`src/rtl/lsu_ctrl.sv`:
```
// ---------------------------------------------------------------------------
// lsu_ctrl -- single-outstanding load/store initiator
//
// Sits between the execute stage and a data memory port. It accepts one
// memory instruction over a valid/ready handshake and drives a word-aligned
// memory request with lane-shifted write data and byte strobes. It then waits
// for mem_ack, aligns and extends the load data, and returns the result over
// a second valid/ready handshake. It never holds more than one transaction.
//
// Parameters
//   TIMEOUT   maximum cycles spent in REQ without mem_ack before the access
//             is aborted with out_err (>= 1)
//
// Optional feature macro
//   LSU_MISALIGN_TRAP_EN  when defined, misaligned H/HU/SH/W/SW accesses and
//                         undefined load funct3 encodings complete at once
//                         with out_err=1 and do not touch memory. When it is
//                         undefined, misaligned halfword accesses are forced
//                         onto their natural lane, words use lane 0, and
//                         out_err reports only timeouts.
//
// Ports
//   clk, rst                          clock, synchronous active-high reset
//   in_valid/in_ready                 request handshake
//   in_is_store, in_funct3, in_addr,
//   in_wdata, in_rd                   request fields
//   out_valid/out_ready               response handshake
//   out_rdata, out_rd, out_wen,
//   out_err                           response fields
//   mem_en, mem_wr, mem_addr,
//   mem_wdata, mem_wstrb              memory request (held during REQ)
//   mem_rdata, mem_ack                memory response
// ---------------------------------------------------------------------------
module lsu_ctrl #(
    parameter int TIMEOUT = 16
) (
    input  logic        clk,
    input  logic        rst,

    input  logic        in_valid,
    output logic        in_ready,
    input  logic        in_is_store,
    input  logic [2:0]  in_funct3,
    input  logic [31:0] in_addr,
    input  logic [31:0] in_wdata,
    input  logic [4:0]  in_rd,

    output logic        out_valid,
    input  logic        out_ready,
    output logic [31:0] out_rdata,
    output logic [4:0]  out_rd,
    output logic        out_wen,
    output logic        out_err,

    output logic        mem_en,
    output logic        mem_wr,
    output logic [31:0] mem_addr,
    output logic [31:0] mem_wdata,
    output logic [3:0]  mem_wstrb,
    input  logic [31:0] mem_rdata,
    input  logic        mem_ack
);

    localparam int CNT_W = $clog2(TIMEOUT + 1);
    localparam logic [CNT_W-1:0] CNT_LAST = CNT_W'(TIMEOUT - 1);

    // Access size derived from funct3[1:0]; 11 collapses onto word so the
    // undefined encodings 011/110/111 all behave as W.
    localparam logic [1:0] SZ_B = 2'b00;
    localparam logic [1:0] SZ_H = 2'b01;
    localparam logic [1:0] SZ_W = 2'b10;

    typedef enum logic [1:0] {
        ST_IDLE = 2'b00,
        ST_REQ  = 2'b01,
        ST_RESP = 2'b10
    } state_t;

    // ------------------------------------------------------------------
    // State and registered outputs
    // ------------------------------------------------------------------
    state_t             state_q, state_d;
    logic [CNT_W-1:0]   cnt_q, cnt_d;

    // Latched request fields needed after the request phase
    logic               is_store_q, is_store_d;
    logic [1:0]         size_q, size_d;
    logic               uns_q, uns_d;
    logic [1:0]         off_q, off_d;
    logic [4:0]         rd_q, rd_d;

    logic               in_ready_q, in_ready_d;
    logic               out_valid_q, out_valid_d;
    logic [31:0]        out_rdata_q, out_rdata_d;
    logic [4:0]         out_rd_q, out_rd_d;
    logic               out_wen_q, out_wen_d;
    logic               out_err_q, out_err_d;
    logic               mem_en_q, mem_en_d;
    logic               mem_wr_q, mem_wr_d;
    logic [31:0]        mem_addr_q, mem_addr_d;
    logic [31:0]        mem_wdata_q, mem_wdata_d;
    logic [3:0]         mem_wstrb_q, mem_wstrb_d;

    // ------------------------------------------------------------------
    // Request decode (combinational on the incoming fields)
    // ------------------------------------------------------------------
    logic [1:0]  req_size;
    logic [1:0]  req_off;
    logic [3:0]  req_strb;
    logic [31:0] req_wdata;
    logic        req_misaligned;
    logic        req_f3_undef;
    logic        accept;

    always_comb begin
        case (in_funct3[1:0])
            2'b00:   req_size = SZ_B;
            2'b01:   req_size = SZ_H;
            default: req_size = SZ_W;
        endcase

        // Effective lane offset. Halfwords snap to their natural lane and
        // words to lane 0; for aligned accesses this equals addr[1:0].
        case (req_size)
            SZ_B:    req_off = in_addr[1:0];
            SZ_H:    req_off = {in_addr[1], 1'b0};
            default: req_off = 2'b00;
        endcase

        req_strb = 4'b0000;
        if (in_is_store) begin
            case (req_size)
                SZ_B:    req_strb = 4'b0001 << req_off;
                SZ_H:    req_strb = 4'b0011 << req_off;
                default: req_strb = 4'b1111;
            endcase
        end

        req_wdata = in_wdata << {req_off, 3'b000};

        req_f3_undef = (in_funct3 == 3'b011) || (in_funct3 == 3'b110) ||
                       (in_funct3 == 3'b111);

`ifdef LSU_MISALIGN_TRAP_EN
        req_misaligned = ((req_size == SZ_H) && in_addr[0]) ||
                         ((req_size == SZ_W) && (in_addr[1:0] != 2'b00)) ||
                         (!in_is_store && req_f3_undef);
`else
        req_misaligned = 1'b0;
`endif
    end

    // in_ready_q is only high in IDLE, and stays low for the first cycle
    // after reset, so requests presented then are not taken.
    assign accept = in_valid && in_ready_q;

    // Align the addressed lane to bit 0, then sign/zero extend.
    function automatic logic [31:0] load_extend(
        input logic [31:0] word,
        input logic [1:0]  off,
        input logic [1:0]  size,
        input logic        uns
    );
        logic [31:0] shifted;
        shifted = word >> {off, 3'b000};
        case (size)
            SZ_B:    load_extend = uns ? {24'b0, shifted[7:0]}
                                       : {{24{shifted[7]}}, shifted[7:0]};
            SZ_H:    load_extend = uns ? {16'b0, shifted[15:0]}
                                       : {{16{shifted[15]}}, shifted[15:0]};
            default: load_extend = shifted;
        endcase
    endfunction

    // ------------------------------------------------------------------
    // Next-state logic
    // ------------------------------------------------------------------
    always_comb begin
        state_d     = state_q;
        cnt_d       = cnt_q;
        is_store_d  = is_store_q;
        size_d      = size_q;
        uns_d       = uns_q;
        off_d       = off_q;
        rd_d        = rd_q;
        out_valid_d = out_valid_q;
        out_rdata_d = out_rdata_q;
        out_rd_d    = out_rd_q;
        out_wen_d   = out_wen_q;
        out_err_d   = out_err_q;
        mem_en_d    = mem_en_q;
        mem_wr_d    = mem_wr_q;
        mem_addr_d  = mem_addr_q;
        mem_wdata_d = mem_wdata_q;
        mem_wstrb_d = mem_wstrb_q;

        case (state_q)
            ST_IDLE: begin
                if (accept) begin
                    is_store_d = in_is_store;
                    size_d     = req_size;
                    uns_d      = in_funct3[2];
                    off_d      = req_off;
                    rd_d       = in_rd;
                    cnt_d      = '0;
                    if (req_misaligned) begin
                        // Trapped access: straight to the response, no memory cycle
                        state_d     = ST_RESP;
                        out_valid_d = 1'b1;
                        out_rdata_d = 32'h0;
                        out_rd_d    = in_rd;
                        out_wen_d   = 1'b0;
                        out_err_d   = 1'b1;
                    end else begin
                        state_d     = ST_REQ;
                        mem_en_d    = 1'b1;
                        mem_wr_d    = in_is_store;
                        mem_addr_d  = {in_addr[31:2], 2'b00};
                        mem_wdata_d = in_is_store ? req_wdata : 32'h0;
                        mem_wstrb_d = req_strb;
                    end
                end
            end

            ST_REQ: begin
                cnt_d = cnt_q + CNT_W'(1);
                // mem_ack takes priority over the timeout in the final cycle
                if (mem_ack || (cnt_q == CNT_LAST)) begin
                    state_d     = ST_RESP;
                    mem_en_d    = 1'b0;
                    mem_wr_d    = 1'b0;
                    mem_addr_d  = 32'h0;
                    mem_wdata_d = 32'h0;
                    mem_wstrb_d = 4'b0000;
                    out_valid_d = 1'b1;
                    out_rd_d    = rd_q;
                    if (mem_ack) begin
                        out_err_d   = 1'b0;
                        out_wen_d   = !is_store_q;
                        out_rdata_d = is_store_q ? 32'h0
                                    : load_extend(mem_rdata, off_q, size_q, uns_q);
                    end else begin
                        out_err_d   = 1'b1;
                        out_wen_d   = 1'b0;
                        out_rdata_d = 32'h0;
                    end
                end
            end

            ST_RESP: begin
                if (out_ready) begin
                    state_d     = ST_IDLE;
                    out_valid_d = 1'b0;
                    out_rdata_d = 32'h0;
                    out_rd_d    = 5'd0;
                    out_wen_d   = 1'b0;
                    out_err_d   = 1'b0;
                end
            end

            default: begin
                state_d     = ST_IDLE;
                out_valid_d = 1'b0;
                mem_en_d    = 1'b0;
            end
        endcase

        in_ready_d = (state_d == ST_IDLE);
    end

    // ------------------------------------------------------------------
    // State register; reset drops any access in flight
    // ------------------------------------------------------------------
    always_ff @(posedge clk) begin
        if (rst) begin
            state_q     <= ST_IDLE;
            cnt_q       <= '0;
            is_store_q  <= 1'b0;
            size_q      <= SZ_B;
            uns_q       <= 1'b0;
            off_q       <= 2'b00;
            rd_q        <= 5'd0;
            in_ready_q  <= 1'b0;
            out_valid_q <= 1'b0;
            out_rdata_q <= 32'h0;
            out_rd_q    <= 5'd0;
            out_wen_q   <= 1'b0;
            out_err_q   <= 1'b0;
            mem_en_q    <= 1'b0;
            mem_wr_q    <= 1'b0;
            mem_addr_q  <= 32'h0;
            mem_wdata_q <= 32'h0;
            mem_wstrb_q <= 4'b0000;
        end else begin
            state_q     <= state_d;
            cnt_q       <= cnt_d;
            is_store_q  <= is_store_d;
            size_q      <= size_d;
            uns_q       <= uns_d;
            off_q       <= off_d;
            rd_q        <= rd_d;
            in_ready_q  <= in_ready_d;
            out_valid_q <= out_valid_d;
            out_rdata_q <= out_rdata_d;
            out_rd_q    <= out_rd_d;
            out_wen_q   <= out_wen_d;
            out_err_q   <= out_err_d;
            mem_en_q    <= mem_en_d;
            mem_wr_q    <= mem_wr_d;
            mem_addr_q  <= mem_addr_d;
            mem_wdata_q <= mem_wdata_d;
            mem_wstrb_q <= mem_wstrb_d;
        end
    end

    assign in_ready  = in_ready_q;
    assign out_valid = out_valid_q;
    assign out_rdata = out_rdata_q;
    assign out_rd    = out_rd_q;
    assign out_wen   = out_wen_q;
    assign out_err   = out_err_q;
    assign mem_en    = mem_en_q;
    assign mem_wr    = mem_wr_q;
    assign mem_addr  = mem_addr_q;
    assign mem_wdata = mem_wdata_q;
    assign mem_wstrb = mem_wstrb_q;

endmodule

```
`config.mk`:
```
export PLATFORM = sky130hd
export DESIGN_NAME = lsu_ctrl
export DESIGN_NICKNAME = d
export VERILOG_FILES = /design/src/rtl/lsu_ctrl.sv
export SDC_FILE = /design/constraint.sdc
export NUM_CORES = 1
export LEC_CHECK = 0
export CAP_MARGIN = 20
export CORE_MARGIN = 1.5
export CORE_UTILIZATION = 46
export DETAILED_ROUTE_END_ITERATION = 8
export PLACE_DENSITY = 0.94
export SLEW_MARGIN = 20
export SYNTH_ARGS = -nofsm -noshare
export SYNTH_HDL_FRONTEND = slang
export SYNTH_SLANG_ARGS = --single-unit
```
`constraint.sdc`:
```
create_clock -name clk -period 6.8 [get_ports clk]
set_clock_uncertainty 0.05 [all_clocks]
set_input_delay 1.36 -clock clk [delete_from_list [all_inputs] [get_ports clk]]
set_output_delay 1.36 -clock clk [all_outputs]
set_load 0.005 [all_outputs]
```
==> impl_metrics.ini <==
[floorplanning]
chipHeight_um = 111
die_w_um = 111
rows = 39
ioPinCount = 221
floorplan.die_area_mm2 = 0.0123
initial_util_pct = 47.1
core_region_area_mm2 = 0.0114

[route]
drt_drc_violations_left = 0
detail_route.wirelength_um = 17000
drt-pass1-iter-count = 6
drtAntennaViolNets = 0
detail_route.vias_per_cell = 5.81
via_count = 5221
avgRoutedWirePerCell_um = 18.9
violation_count_after_the_first_detailed_route_iteration = 527

[global_route]
grt_antenna_before_repair = 0
grt_start_max_net_pins = 88
first_global_vias = 5182
grt_remaining_overflow = 0
global_route.usage.total_pct = 26.7
grt_first_pass_wirelength_um = 26300

[pwr]
internal_power_w = 0.00143
switching_power_w = 0.000511
seq_power_share_pct = 40.8
pwr_density_cell_mw_per_mm2 = 241
static-leakage-power_nw = 2.94
peakVddDrop_uv = 208
comb_power_share_pct = 13.5
power.clock.fraction_pct = 45.8
power.switching_fraction_pct = 26.3
finalPower_w = 0.00194

[synth]
syn_avg_cell_area_um2 = 9.70
synthArstFlopShare_pct = 0
post_synth_inst_count = 552
synth_cell_types = 52
postSynthRegisterBits = 127
synth_area_mm2 = 0.00535
synth.yosys.seq_area_share_pct = 47.5
ys.warnings.count = 0
leading_register_cell_type_out_of_synthesis = sky130_fd_sc_hd__dfxtp_1
synth-edff-count = 0

[final_layout]
layout_cell_share_with_drive_strength_beyond_1_pct = 9.92
finish.instance_area_mm2 = 0.00807
insertedDiodeCount = 0
mostFrequentLayoutCells = 217 x sky130_fd_sc_hd__clkdlybuf4s50_1, 126 x sky130_fd_sc_hd__dfxtp_1, 72 x sky130_fd_sc_hd__nor2_1
flow.area_growth_from_synthesis_pct = 50.7
mostFrequentLayoutCell = sky130_fd_sc_hd__clkdlybuf4s50_1
num-nets-final = 855

[clock_network]
tritoncts = done
cts_root_buf = sky130_fd_sc_hd__clkbuf_16
cts_buffers = 17
cts_repair_resize_count = 0
cts_setup_buffers = 0
cts_max_path_buffers = 2
clk_slew_on_worst_s_h_paths_ns = 0.06
cts.sinks = 127
ctsHtreeMaxLevel = 4
clock_latency_ns = 0.40
hold_bufs_inserted_after_cts = 0

[sta]
final_period_minus_worst_setup_slack_ns = 3.69
report.final.setup_viol = 0
finalCritPeriodShare_pct = 54.3
drv_slew = 0
worst-slew-pin-transition_ns = 0.960
setup-tns-final_ns = 0
setup_slack_ns = 3.11
unrepaired_setup_endpoints_after_global_routing = false
worst_slew_margin_rel_pct = 36.0
hold_viol = 0
max_clock_freq_mhz = 271

[placement]
post_place_setup_slack_ns = 2.69
gp_congestion = 0.879
dpl.hpwl_um = 12200
numPortBuffers = 218
placed_cell_area_mm2 = 0.00749

[critical_path]
setup.worst_path.end_class = flop
worst-endpoint-arrival_ns = 3.99
setup.worst_path.class = input port to flop
largest_fanout_on_the_critical_path = 46
critPathRequiredTime_ns = 7.10
cp-start-kind = input port
regToRegSetupSlack_ns = 4.09

[run]
drv_cap = 0

[run_status]
outcome = finished, final reports clean

[min_path]
class_of_the_worst_hold_path = flop to flop
## worst paths after layout
check | from | end | cells past startpoint
hold reg to reg | rd_q[2]$_SDFFE_PP0P_ | rd_q[2]$_SDFFE_PP0P_ | 2
hold / removal | rd_q[2]$_SDFFE_PP0P_ | rd_q[2]$_SDFFE_PP0P_ | 2
setup / recovery | in_valid | mem_wdata[0]$_SDFFE_PP0P_ | 5
setup reg to reg | state_q[1]$_SDFF_PP0_ | mem_wdata[0]$_SDFFE_PP0P_ | 4
## metrics by stage
stage / cells / util (%) / hold WS [ns]
6_report: 899 / 70.9 / 0.410
5_1_grt: 899 / 70.9 / 0.432
4_1_cts: 899 / 70.9 / 0.410
3_5_place_dp: 867 / 65.9 / 0.401
3_3_place_gp: 867 / 65.9 / 0.395
2_1_floorplan: 553 / - / 0.378
## final cells by class
cell class | count | area (µm²)
timing repair buffer | 222 | 2210
multi-input combinational | 372 | 2550
sequential | 127 | 2540
fill | 806 | 3300
clock buffer | 17 | 425
clock inverter | 15 | 151
tap | 143 | 179
inverter | 3 | 11.3
## sequential cells by signal, indices dropped and copies added, names as in the netlist
register	count
mem_wr	1
mem_addr	30
off_q	2
cnt_q	5
out_valid	1
mem_wdata	32
in_ready	1
size_q	2
out_rd	5
out_rdata	32
mem_wstrb	4
out_wen	1
state_q	2
out_err	1
mem_en	1
uns_q	1
is_store_q	1
rd_q	5
## kinds of logic (layout without fill, tap and decap cells)
group,after synthesis,count (layout),share of synthesized area [%]
AND/OR/NAND/NOR,179,179,15.7
XOR/XNOR,1,1,0.164
buffers and inverters,54,257,5.05
multiplexers,32,32,8.20
AO/OA/AOI/OAI,156,156,22.9
flip-flops,127,127,47.5
other,1,2,0.0701
adder cells (fa/ha/maj),2,2,0.467
## layer usage
metal	global-route usage [%]	vias up	share of wire [%]	routed length (µm)
met1	30.2	2509	39	6560
met4	12.5	0	3.5	589
li1	-	2409	-	-
met2	47.8	258	51	8670
met3	5.90	45	6.7	1140
met5	0	-	0	0
## Yosys cell counts (all sizes together), types with 2 or more instances
master,instances,area (µm²)
a2bb2oi,10,87.6
a221o,24,240
a221oi,7,61.3
nor2b,4,32.5
or3,2,12.5
a21oi,35,183
and3,2,12.5
nor2,73,277
nand3,10,55.1
buf,27,169
nor3b,3,27.5
and4bb,3,37.5
inv,3,11.3
a22oi,45,338
or2,2,12.5
o2bb2ai,7,61.3
nand4b,2,17.5
mux2i,9,90.1
nor3,2,15.0
mux2,15,169
dfxtp,127,2540
clkbuf,24,90.1
and3b,2,17.5
nand2,66,248
a211oi,2,15.0
o21ai,5,25.0
ha,2,25.0
a32o,8,80.1
nand3b,2,15.0
mux4,8,180
nand2b,3,18.8
a2111oi,2,36.3
a22o,8,70.1
## worst max-delay path: stages
cell                              delay (ns)
sky130_fd_sc_hd__clkdlybuf4s50_1        0.52
sky130_fd_sc_hd__and4bb_2               0.90
sky130_fd_sc_hd__nand3_2                0.39
sky130_fd_sc_hd__nor4_4                 0.58
sky130_fd_sc_hd__a22o_1                 0.22
## power by group through the flow
stage / logic [W] / registers (W) / clock network [W]
final: 0.000261 / 0.000792 / 0.000889
after global routing: 0.000279 / 0.000795 / 0.000929
after CTS: 0.000260 / 0.000792 / 0.000897
after detailed placement: 0.000258 / 0.000807 / 0
after global placement: 0.000249 / 0.000806 / 0
after floorplan: 0.000120 / 0.000803 / 0
Power figures use the tool's default switching activity.
